<file path="src/rtl/ped_crossing_ctrl_pkg.sv">
// Shared definitions for the pedestrian crossing controller: state
// encodings, reset values of the registered outputs and a small helper.
package ped_crossing_ctrl_pkg;

    typedef enum logic [1:0] {
        S_IDLE  = 2'd0,
        S_WAIT  = 2'd1,
        S_WALK  = 2'd2,
        S_CLEAR = 2'd3
    } ped_state_t;

    localparam ped_state_t RST_STATE     = S_IDLE;
    localparam logic       RST_WALK      = 1'b0;
    localparam logic       RST_DONT_WALK = 1'b1;
    localparam logic       RST_WAIT      = 1'b0;
    localparam logic       RST_FAULT     = 1'b0;
    // Red starts "already seen" so a red lamp high straight out of reset is not an edge.
    localparam logic       RST_RED_Q     = 1'b1;

    function automatic int max_int(input int a, input int b);
        return (a > b) ? a : b;
    endfunction

endpackage

</file>
<file path="src/rtl/ped_crossing_ctrl_timer.sv">
// ped_timer: loadable down-counter with a zero flag. Load wins over
// decrement; the count holds at zero instead of wrapping.
module ped_timer #(
    parameter int W = 3
) (
    input  logic         clk,
    input  logic         rst_n,
    input  logic         load,
    input  logic [W-1:0] load_val,
    input  logic         en,
    output logic         zero
);

    logic [W-1:0] cnt_reg;

    // Count register: load a new interval or step down toward zero.
    always_ff @(posedge clk or negedge rst_n) begin
        if (!rst_n) begin
            cnt_reg <= '0;
        end else if (load) begin
            cnt_reg <= load_val;
        end else if (en && (cnt_reg != '0)) begin
            cnt_reg <= cnt_reg - W'(1);
        end
    end

    assign zero = (cnt_reg == '0);

endmodule

</file>
<file path="src/rtl/ped_crossing_ctrl.sv">
// ped_crossing_ctrl: pedestrian signal head driven from the car lamps.
// A latched request is served at the start of a car-red phase with a walk
// interval, followed by a flashing don't-walk clearance interval.
// Optional build macro PED_LAMP_CHECK_EN adds a sticky lamp-consistency
// fault that parks the head in don't-walk; without it o_fault is tied low.
module ped_crossing_ctrl
    import ped_crossing_ctrl_pkg::*;
#(
    parameter int WALK  = 4,
    parameter int CLEAR = 6,
    parameter int BLINK = 2
) (
    input  logic clk,
    input  logic i_rst_n,
    input  logic i_yellow,
    input  logic i_green,
    input  logic i_red,
    input  logic i_btn,
    output logic o_walk,
    output logic o_dont_walk,
    output logic o_wait,
    output logic o_fault
);

    localparam int CNT_W   = $clog2(max_int(WALK, CLEAR) + 1);
    localparam int BLINK_W = $clog2(BLINK + 1);
    localparam logic [CNT_W-1:0]   WALK_LOAD  = CNT_W'(WALK - 1);
    localparam logic [CNT_W-1:0]   CLEAR_LOAD = CNT_W'(CLEAR - 1);
    localparam logic [BLINK_W-1:0] BLINK_LOAD = BLINK_W'(BLINK - 1);

    ped_state_t       state_reg, state_next;
    logic             red_q_reg;
    logic             red_rise;
    logic             pend_reg, pend_next;
    logic             phase_reg, phase_next;
    logic             cnt_load, cnt_en, cnt_zero;
    logic [CNT_W-1:0] cnt_load_val;
    logic             blink_load, blink_en, blink_zero;
    logic             walk_reg, walk_next;
    logic             dont_walk_reg, dont_walk_next;
    logic             wait_reg, wait_next;

    assign red_rise = i_red & ~red_q_reg;

`ifdef PED_LAMP_CHECK_EN
    logic fault_reg, fault_next, lamp_bad;

    // Fault detection: more than one car lamp lit, or green while walking.
    always_comb begin
        lamp_bad   = (({1'b0, i_yellow} + {1'b0, i_green} + {1'b0, i_red}) > 2'd1)
                   || (i_green && (state_reg == S_WALK));
        fault_next = fault_reg | lamp_bad;
    end

    // Sticky fault flag, cleared only by reset.
    always_ff @(posedge clk or negedge i_rst_n) begin
        if (!i_rst_n) begin
            fault_reg <= RST_FAULT;
        end else begin
            fault_reg <= fault_next;
        end
    end

    assign o_fault = fault_reg;
`else
    logic unused_lamps;
    assign unused_lamps = i_yellow ^ i_green;
    assign o_fault      = RST_FAULT;
`endif

    // Phase counter: walk length, then clearance length.
    ped_timer #(.W(CNT_W)) u_phase_timer (
        .clk      (clk),
        .rst_n    (i_rst_n),
        .load     (cnt_load),
        .load_val (cnt_load_val),
        .en       (cnt_en),
        .zero     (cnt_zero)
    );

    // Blink counter: half-period of the clearance flash.
    ped_timer #(.W(BLINK_W)) u_blink_timer (
        .clk      (clk),
        .rst_n    (i_rst_n),
        .load     (blink_load),
        .load_val (BLINK_LOAD),
        .en       (blink_en),
        .zero     (blink_zero)
    );

    assign cnt_en   = (state_reg == S_WALK) || (state_reg == S_CLEAR);
    assign blink_en = (state_reg == S_CLEAR);

    // Next-state logic, counter loads, flash phase and pending request.
    always_comb begin
        state_next   = state_reg;
        pend_next    = pend_reg;
        phase_next   = phase_reg;
        cnt_load     = 1'b0;
        cnt_load_val = '0;
        blink_load   = 1'b0;
        case (state_reg)
            S_IDLE: begin
                if (i_btn) state_next = S_WAIT;
            end
            S_WAIT: begin
                if (red_rise) begin
                    state_next   = S_WALK;
                    cnt_load     = 1'b1;
                    cnt_load_val = WALK_LOAD;
                end
            end
            S_WALK: begin
                // Walk ends on its own timeout or as soon as car red drops.
                if (cnt_zero || !i_red) begin
                    state_next   = S_CLEAR;
                    cnt_load     = 1'b1;
                    cnt_load_val = CLEAR_LOAD;
                    blink_load   = 1'b1;
                    phase_next   = 1'b1;
                    pend_next    = 1'b0;
                end
            end
            S_CLEAR: begin
                if (i_btn) pend_next = 1'b1;
                if (blink_zero) begin
                    phase_next = ~phase_reg;
                    blink_load = 1'b1;
                end
                if (cnt_zero) begin
                    state_next = (pend_reg || i_btn) ? S_WAIT : S_IDLE;
                    pend_next  = 1'b0;
                end
            end
            default: state_next = S_IDLE;
        endcase
`ifdef PED_LAMP_CHECK_EN
        if (fault_next) begin
            state_next = S_IDLE;
            pend_next  = 1'b0;
            phase_next = 1'b1;
            cnt_load   = 1'b0;
            blink_load = 1'b0;
        end
`endif
    end

    // Output decode from the upcoming state so the lamps are registered.
    always_comb begin
        walk_next      = (state_next == S_WALK);
        dont_walk_next = 1'b1;
        if (state_next == S_WALK)  dont_walk_next = 1'b0;
        if (state_next == S_CLEAR) dont_walk_next = phase_next;
        wait_next      = (state_next == S_WAIT) || ((state_next == S_CLEAR) && pend_next);
    end

    // State, edge detector, flash phase, pending flag and lamp registers.
    always_ff @(posedge clk or negedge i_rst_n) begin
        if (!i_rst_n) begin
            state_reg     <= RST_STATE;
            red_q_reg     <= RST_RED_Q;
            pend_reg      <= 1'b0;
            phase_reg     <= 1'b1;
            walk_reg      <= RST_WALK;
            dont_walk_reg <= RST_DONT_WALK;
            wait_reg      <= RST_WAIT;
        end else begin
            state_reg     <= state_next;
            red_q_reg     <= i_red;
            pend_reg      <= pend_next;
            phase_reg     <= phase_next;
            walk_reg      <= walk_next;
            dont_walk_reg <= dont_walk_next;
            wait_reg      <= wait_next;
        end
    end

    assign o_walk      = walk_reg;
    assign o_dont_walk = dont_walk_reg;
    assign o_wait      = wait_reg;

endmodule

</file>
<file path="config.mk">
export PLATFORM = sky130hd
export DESIGN_NAME = ped_crossing_ctrl
export DESIGN_NICKNAME = d
export VERILOG_FILES = /design/src/rtl/ped_crossing_ctrl_pkg.sv /design/src/rtl/ped_crossing_ctrl_timer.sv /design/src/rtl/ped_crossing_ctrl.sv
export SDC_FILE = /design/constraint.sdc
export NUM_CORES = 1
export LEC_CHECK = 0
export BUFFER_PORTS_ARGS = -buffer_cell sky130_fd_sc_hd__buf_2
export CAP_MARGIN = 10
export CORE_MARGIN = 2
export CORE_UTILIZATION = 50
export DETAILED_ROUTE_END_ITERATION = 16
export GPL_TIMING_DRIVEN = 0
export PLACE_DENSITY = 0.7
export SYNTH_ARGS = -nofsm -noshare
export SYNTH_HDL_FRONTEND = slang
export SYNTH_HIERARCHICAL = 1
export SYNTH_SLANG_ARGS = --single-unit
export TNS_END_PERCENT = 20
</file>
<file path="constraint.sdc">
create_clock -name clk -period 2.55 [get_ports clk]
set_input_delay 0.3825 -clock clk [delete_from_list [all_inputs] [get_ports clk]]
set_output_delay 0.3825 -clock clk [all_outputs]
set_load 0.02 [all_outputs]
</file>
* Word-level counts from Yosys, hierarchy flattened
Cells that the tools add are included.
** Storage, ports and cells
- Output and inout port bits :: 4
- Flip-flop bits (word level) :: 13
- Bits in latches :: 0
- RAM bits :: 0
- Input port bits :: 6
- Word-level logic and storage cells :: 62
- ROM bits :: 0
- Memories kept :: 0
** Operators by class
- Magnitude comparators :: 0
- Reduce and logical (&&, ||, !) cells :: 15
- $add $sub $neg :: 2
- Div/mod/pow operators :: 0
- Multiplexer cells :: 27
- Equality and inequality tests :: 6
- $mul :: 0
- Bitwise logic cells :: 3
- Shift operators :: 0
** Operators with widths (number)
- $mux W2 :: 7
- $mux W1 :: 11
- $mux W3 :: 3
- $eq A2 B2 Y1 const B :: 4
- $pmux W1 S2 :: 4
- $pmux W2 S4 :: 1
- $pmux W3 S2 :: 1
- $reduce_bool A2 Y1 :: 3
- $eq A2 B1 Y1 const B :: 2
- $logic_not A2 Y1 :: 2
- $logic_or A1 B1 Y1 :: 4
- $logic_and A1 B1 Y1 :: 3
- $logic_not A3 Y1 :: 1
- $reduce_bool A3 Y1 :: 1
- $sub A3 B1 Y3 const B :: 1
- $not A1 Y1 :: 2
- $sub A2 B1 Y2 const B :: 1
- $and A1 B1 Y1 :: 1
- $logic_not A1 Y1 :: 1

* Logic depth before layout (Yosys ltp)
- Depth in word-level cells :: 7
- Depth in mapped cells :: 9
- Depth with buffers taken out :: 8

* Cells and area by module
The synthesis kept the hierarchy.
** Modules (own cells, without submodules)
- ped_crossing_ctrl :: cells each 52, sequential area each 203.9 µm², times used 1, area an instance 511.7 µm²
- ped_timer (u_phase_timer) :: cells each 19, sequential area each 75.1 µm², times used 1, area an instance 207.7 µm²
- ped_timer (u_blink_timer) :: cells each 13, sequential area each 50.0 µm², times used 1, area an instance 132.6 µm²

* Least setup slack after synthesis
Ideal clock, no wire load.
- Kind :: reg2reg
- From :: register u_phase_timer.cnt_reg[0]
- To :: register u_phase_timer.cnt_reg[0]
- Cell stages (with the launch flop) :: 10
- Data arrival time :: 1.929 ns
- Clock period less this slack :: 2.055 ns
- Slack :: 0.495 ns
- Required time :: 2.424 ns
- Setup time :: 0.126 ns
- Buffers on the path :: 1
- Cell sequence :: dfrtp_1 -> inv_1 -> ha_1 -> ha_1 -> or2b_1 -> nand2_1 -> a21oi_1 -> buf_6 -> and2b_4 -> a221o_1
** Between the ends
- Cells in the longest elaborated chain, start to end :: 5
- Elaborated cells on any way between the ends :: 12
- Classes of those cells :: add/sub: 1; mux: 6; reduce/logical: 5
** Ends and longest elaborated chain
- start, declared :: line ped_crossing_ctrl_timer.sv:14 : logic [W-1:0] cnt_reg;
- start signal, assigned :: line ped_crossing_ctrl_timer.sv:21 : cnt_reg <= load_val;
- start signal, assigned :: line ped_crossing_ctrl_timer.sv:23 : cnt_reg <= cnt_reg - W'(1);
- $logic_not A3 Y1 * :: line ped_crossing_ctrl_timer.sv:27 : assign zero = (cnt_reg == '0);
- named net cnt_zero :: line ped_crossing_ctrl.sv:36 : logic cnt_load, cnt_en, cnt_zero;
- $logic_or A1 B1 Y1 * :: line ped_crossing_ctrl.sv:115 : if (cnt_zero || !i_red) begin
- $mux W1 * :: line ped_crossing_ctrl.sv:115
- $pmux W1 S2 * :: line ped_crossing_ctrl.sv:102 : case (state_reg)
- named net cnt_load :: line ped_crossing_ctrl.sv:36
- $mux W3 or $reduce_bool A2 Y1 (tied branches)
Mark *: on every way through the listed nets, which the timed path passes. The rest lies on a longest branch. The select of a mux whose other input is x is not followed.
A chain may end at the register's enable or synchronous reset.

* Worst setup path after layout
Same ends and word-level chain as after synthesis.

==> metrics <==
Row Count=14; diodes inserted=0; Clock Latency Late Sink=280 ps; CP top delay family=compound AO/OA/AOI/OAI gates; cell mode on critical path=ha_1; final instance area=942.2 um^2; final period utilization=0.9016; final setup fails=0; power per cell area=1145 nW/um^2; CP max FO=9; LEAKAGE=0.4398 nW; Commonest cells post-synth=inv_1 (12), dfrtp_1 (10), ha_1 (7), nand2_1 (7), a21oi_1 (5); Area contributors post-synth=dfrtp_1 (29%), ha_1 (10%), dfstp_2 (9.3%), inv_1 (5.3%), a221o_1 (3.5%); most frequent cell after synthesis=inv_1; Final min period=2299 ps; #FFs+latches synth=13; CP Capture Type=flip-flop; Synth top area share=0.2937; P&R area growth vs syn=10.57%; antenna violations before repair=0; post-detail-place hpwl=1140 um; Vias=627; clk_skew=2.225 ps; Final Hold Fails=0; clock-pin slew on the worst setup and hold paths=80 ps; DR vias/cell=5.598; dpl cell area=905.9 um^2; synth warn=6; cell area after synthesis=852.1 um^2; Hold/Removal Path Class=input port to flip-flop; post-synthesis sequential area ratio=0.3862; core area=1559 um^2; Async S/R FF share, synth=1.000; Post-synth EDFFs=0; Slew headroom=0.6299; starting density of the core=0.5465; Total GRT Usage=0.1842; first-pass GRT wire length=2594 um; CP arrival=2470 ps; nets@finish=110; drt first pass iters=4; Final Core Density=0.6043; max reg flops=3; total CTS buffers=3; Post-Route WL=1505 um; unrepaired setup endpoints after global routing=false; synthesized area per cell=10.14 um^2; Routed Antenna Nets=0; H-tree levels=1; worst path bufs/invs=2; Wirelength per Cell=13.44 um; Die Height=45.28 um; Cell variety after synth=31; CP max stage delay=410 ps; fmax=0.4350 GHz; die span in x=45.28 um; status=finished clean; Gate Count Post-Synth=84; clock buffer depth=2; Sink Count=13; worst-path cell chain=inv_1 -> ha_1 -> ha_1 -> or2b_1 -> nand2_1 -> a21oi_1 -> buf_6 -> and2b_4 -> a221o_1; gr ovfl total=0; Worst Path Required=2720 ps; most common flop cell mapped by yosys=dfrtp_1; Cells after DPL=107; actual slew at the worst max-slew pin=554.0 ps; CTS tree=built; share of layout cells above drive strength 1=0.2188; Place WS=276.3 ps; max-slew violations=0; Initial DRC Count=8; Die ar.=2050 um^2; # port buffers=6; max-cap violations=0; I/O Pins=10; setup_tns=0 ps; Residual DRC=0; peak supply drop=0.6089 mV; final std cells w/o fill=112; vias in the first global route=597; crit path launch type=flip-flop; fin worst setup slack=251.0 ps; dominant cell type by area after synthesis=dfrtp_1; crit path kind=flip-flop to flip-flop; slowest CP cell=dfrtp_1; largest net degree at the start of global routing=14; gpl congestion=0.7692; clk root buf=clkbuf_4
[timing repair]
item                                   in CTS  in global routing
hold buffers                                1                  0
endpoints found under the hold margin      10                  0
gates resized for setup                     0                  0
setup buffers                               0                  0
[per-stage QoR]
| stage | power [mW] | hold WS, ps |
|---|---|---|
| 2_1_floorplan | 0.8275 | 86.91 |
| 3_3_place_gp | 0.9327 | 288.3 |
| 3_5_place_dp | 0.9508 | 288.0 |
| 4_1_cts | 1.088 | 223.7 |
| 5_1_grt | 1.172 | 227.5 |
| 6_report | 1.078 | 233.6 |
[metal layers]
| metal | GRT usage | vias up | share of wire |
|---|---|---|---|
| met4 | 0.1235 | 0 | 0.027 |
| met5 | 0 | - | 0 |
| li1 | - | 317 | - |
| met1 | 0.2329 | 299 | 0.48 |
| met3 | 0.02400 | 4 | 0.020 |
| met2 | 0.2914 | 7 | 0.47 |
[final timing paths]
| check | slack, ps | to | cells past startpoint | start |
|---|---|---|---|---|
| max in group asynchronous | 1750 | red_q_reg | 2 | i_rst_n |
| min in group asynchronous | 510 | state_reg[0] | 2 | i_rst_n |
| worst max-delay path | 250 | u_phase_timer/cnt_reg[0] | 9 | u_phase_timer/cnt_reg[0] |
| worst max register to register | 250 | u_phase_timer/cnt_reg[0] | 9 | u_phase_timer/cnt_reg[0] |
| worst min-delay path | 230 | red_q_reg | 1 | i_red |
| worst min register to register | 560 | pend_reg | 2 | pend_reg |
[power breakdown]
part	switching (mW)	internal [mW]	leakage [nW]	total [mW]
clock	0.0684	0.0607	0.0150	0.129
sequential	0.0502	0.297	0.157	0.347
combinational	0.334	0.268	0.268	0.602
total	0.453	0.626	0.440	1.08
[worst register-to-register path, cell delays in order (launching register included)]
cell and delay (ps):
dfrtp_1 410, inv_1 70, ha_1 150, ha_1 350, or2b_1 190, nand2_1 130
a21oi_1 250, buf_6 170, and2b_4 180, a221o_1 300
[layout by cell type (no fill, tap or decap)]
cell type      Yosys  routed
inv_1             12      12
dfrtp_1           10      10
nand2_1            7       7
ha_1               7       7
buf_2              0       6
a21oi_1            5       5
nor2b_1            4       4
nor2_1             3       3
conb_1             2       3
clkbuf_4           0       3
dfstp_2            3       3
nor4b_1            3       3
a221o_1            3       3
or2b_1             2       2
o21ai_1            2       2
nand2b_1           2       2
nor3b_1            2       2
or4b_1             2       2
nand3b_1           1       1
nor2b_4            1       1
o311ai_2           1       1
o21ai_0            1       1
a2111oi_4          1       1
a211oi_2           1       1
o22a_2             1       1
o21a_1             1       1
a211oi_1           1       1
a211o_1            1       1
buf_4              1       1
clkbuf_1           0       1
dlygate4sd3_1      0       1
o211ai_2           1       1
o311ai_0           1       1
buf_6              1       1
and2b_4            1       1
[cell families after synthesis]
kind of cell,share of synthesized area
simple gates,0.2144
compound gates,0.2129
fa+ha+maj,0.1028
other cells,0.008814
flops,0.3862
buf+inv,0.07489
[area by class of cell]
class,count,area (um^2)
fill,144,616.8
multi-input combinational,58,462.9
sequential,13,329.1
inverter,12,45.04
timing repair buffer,7,40.04
clock buffer,4,26.28
tap,16,20.02
buffer,2,18.77
(Power assumes the default switching activity.)
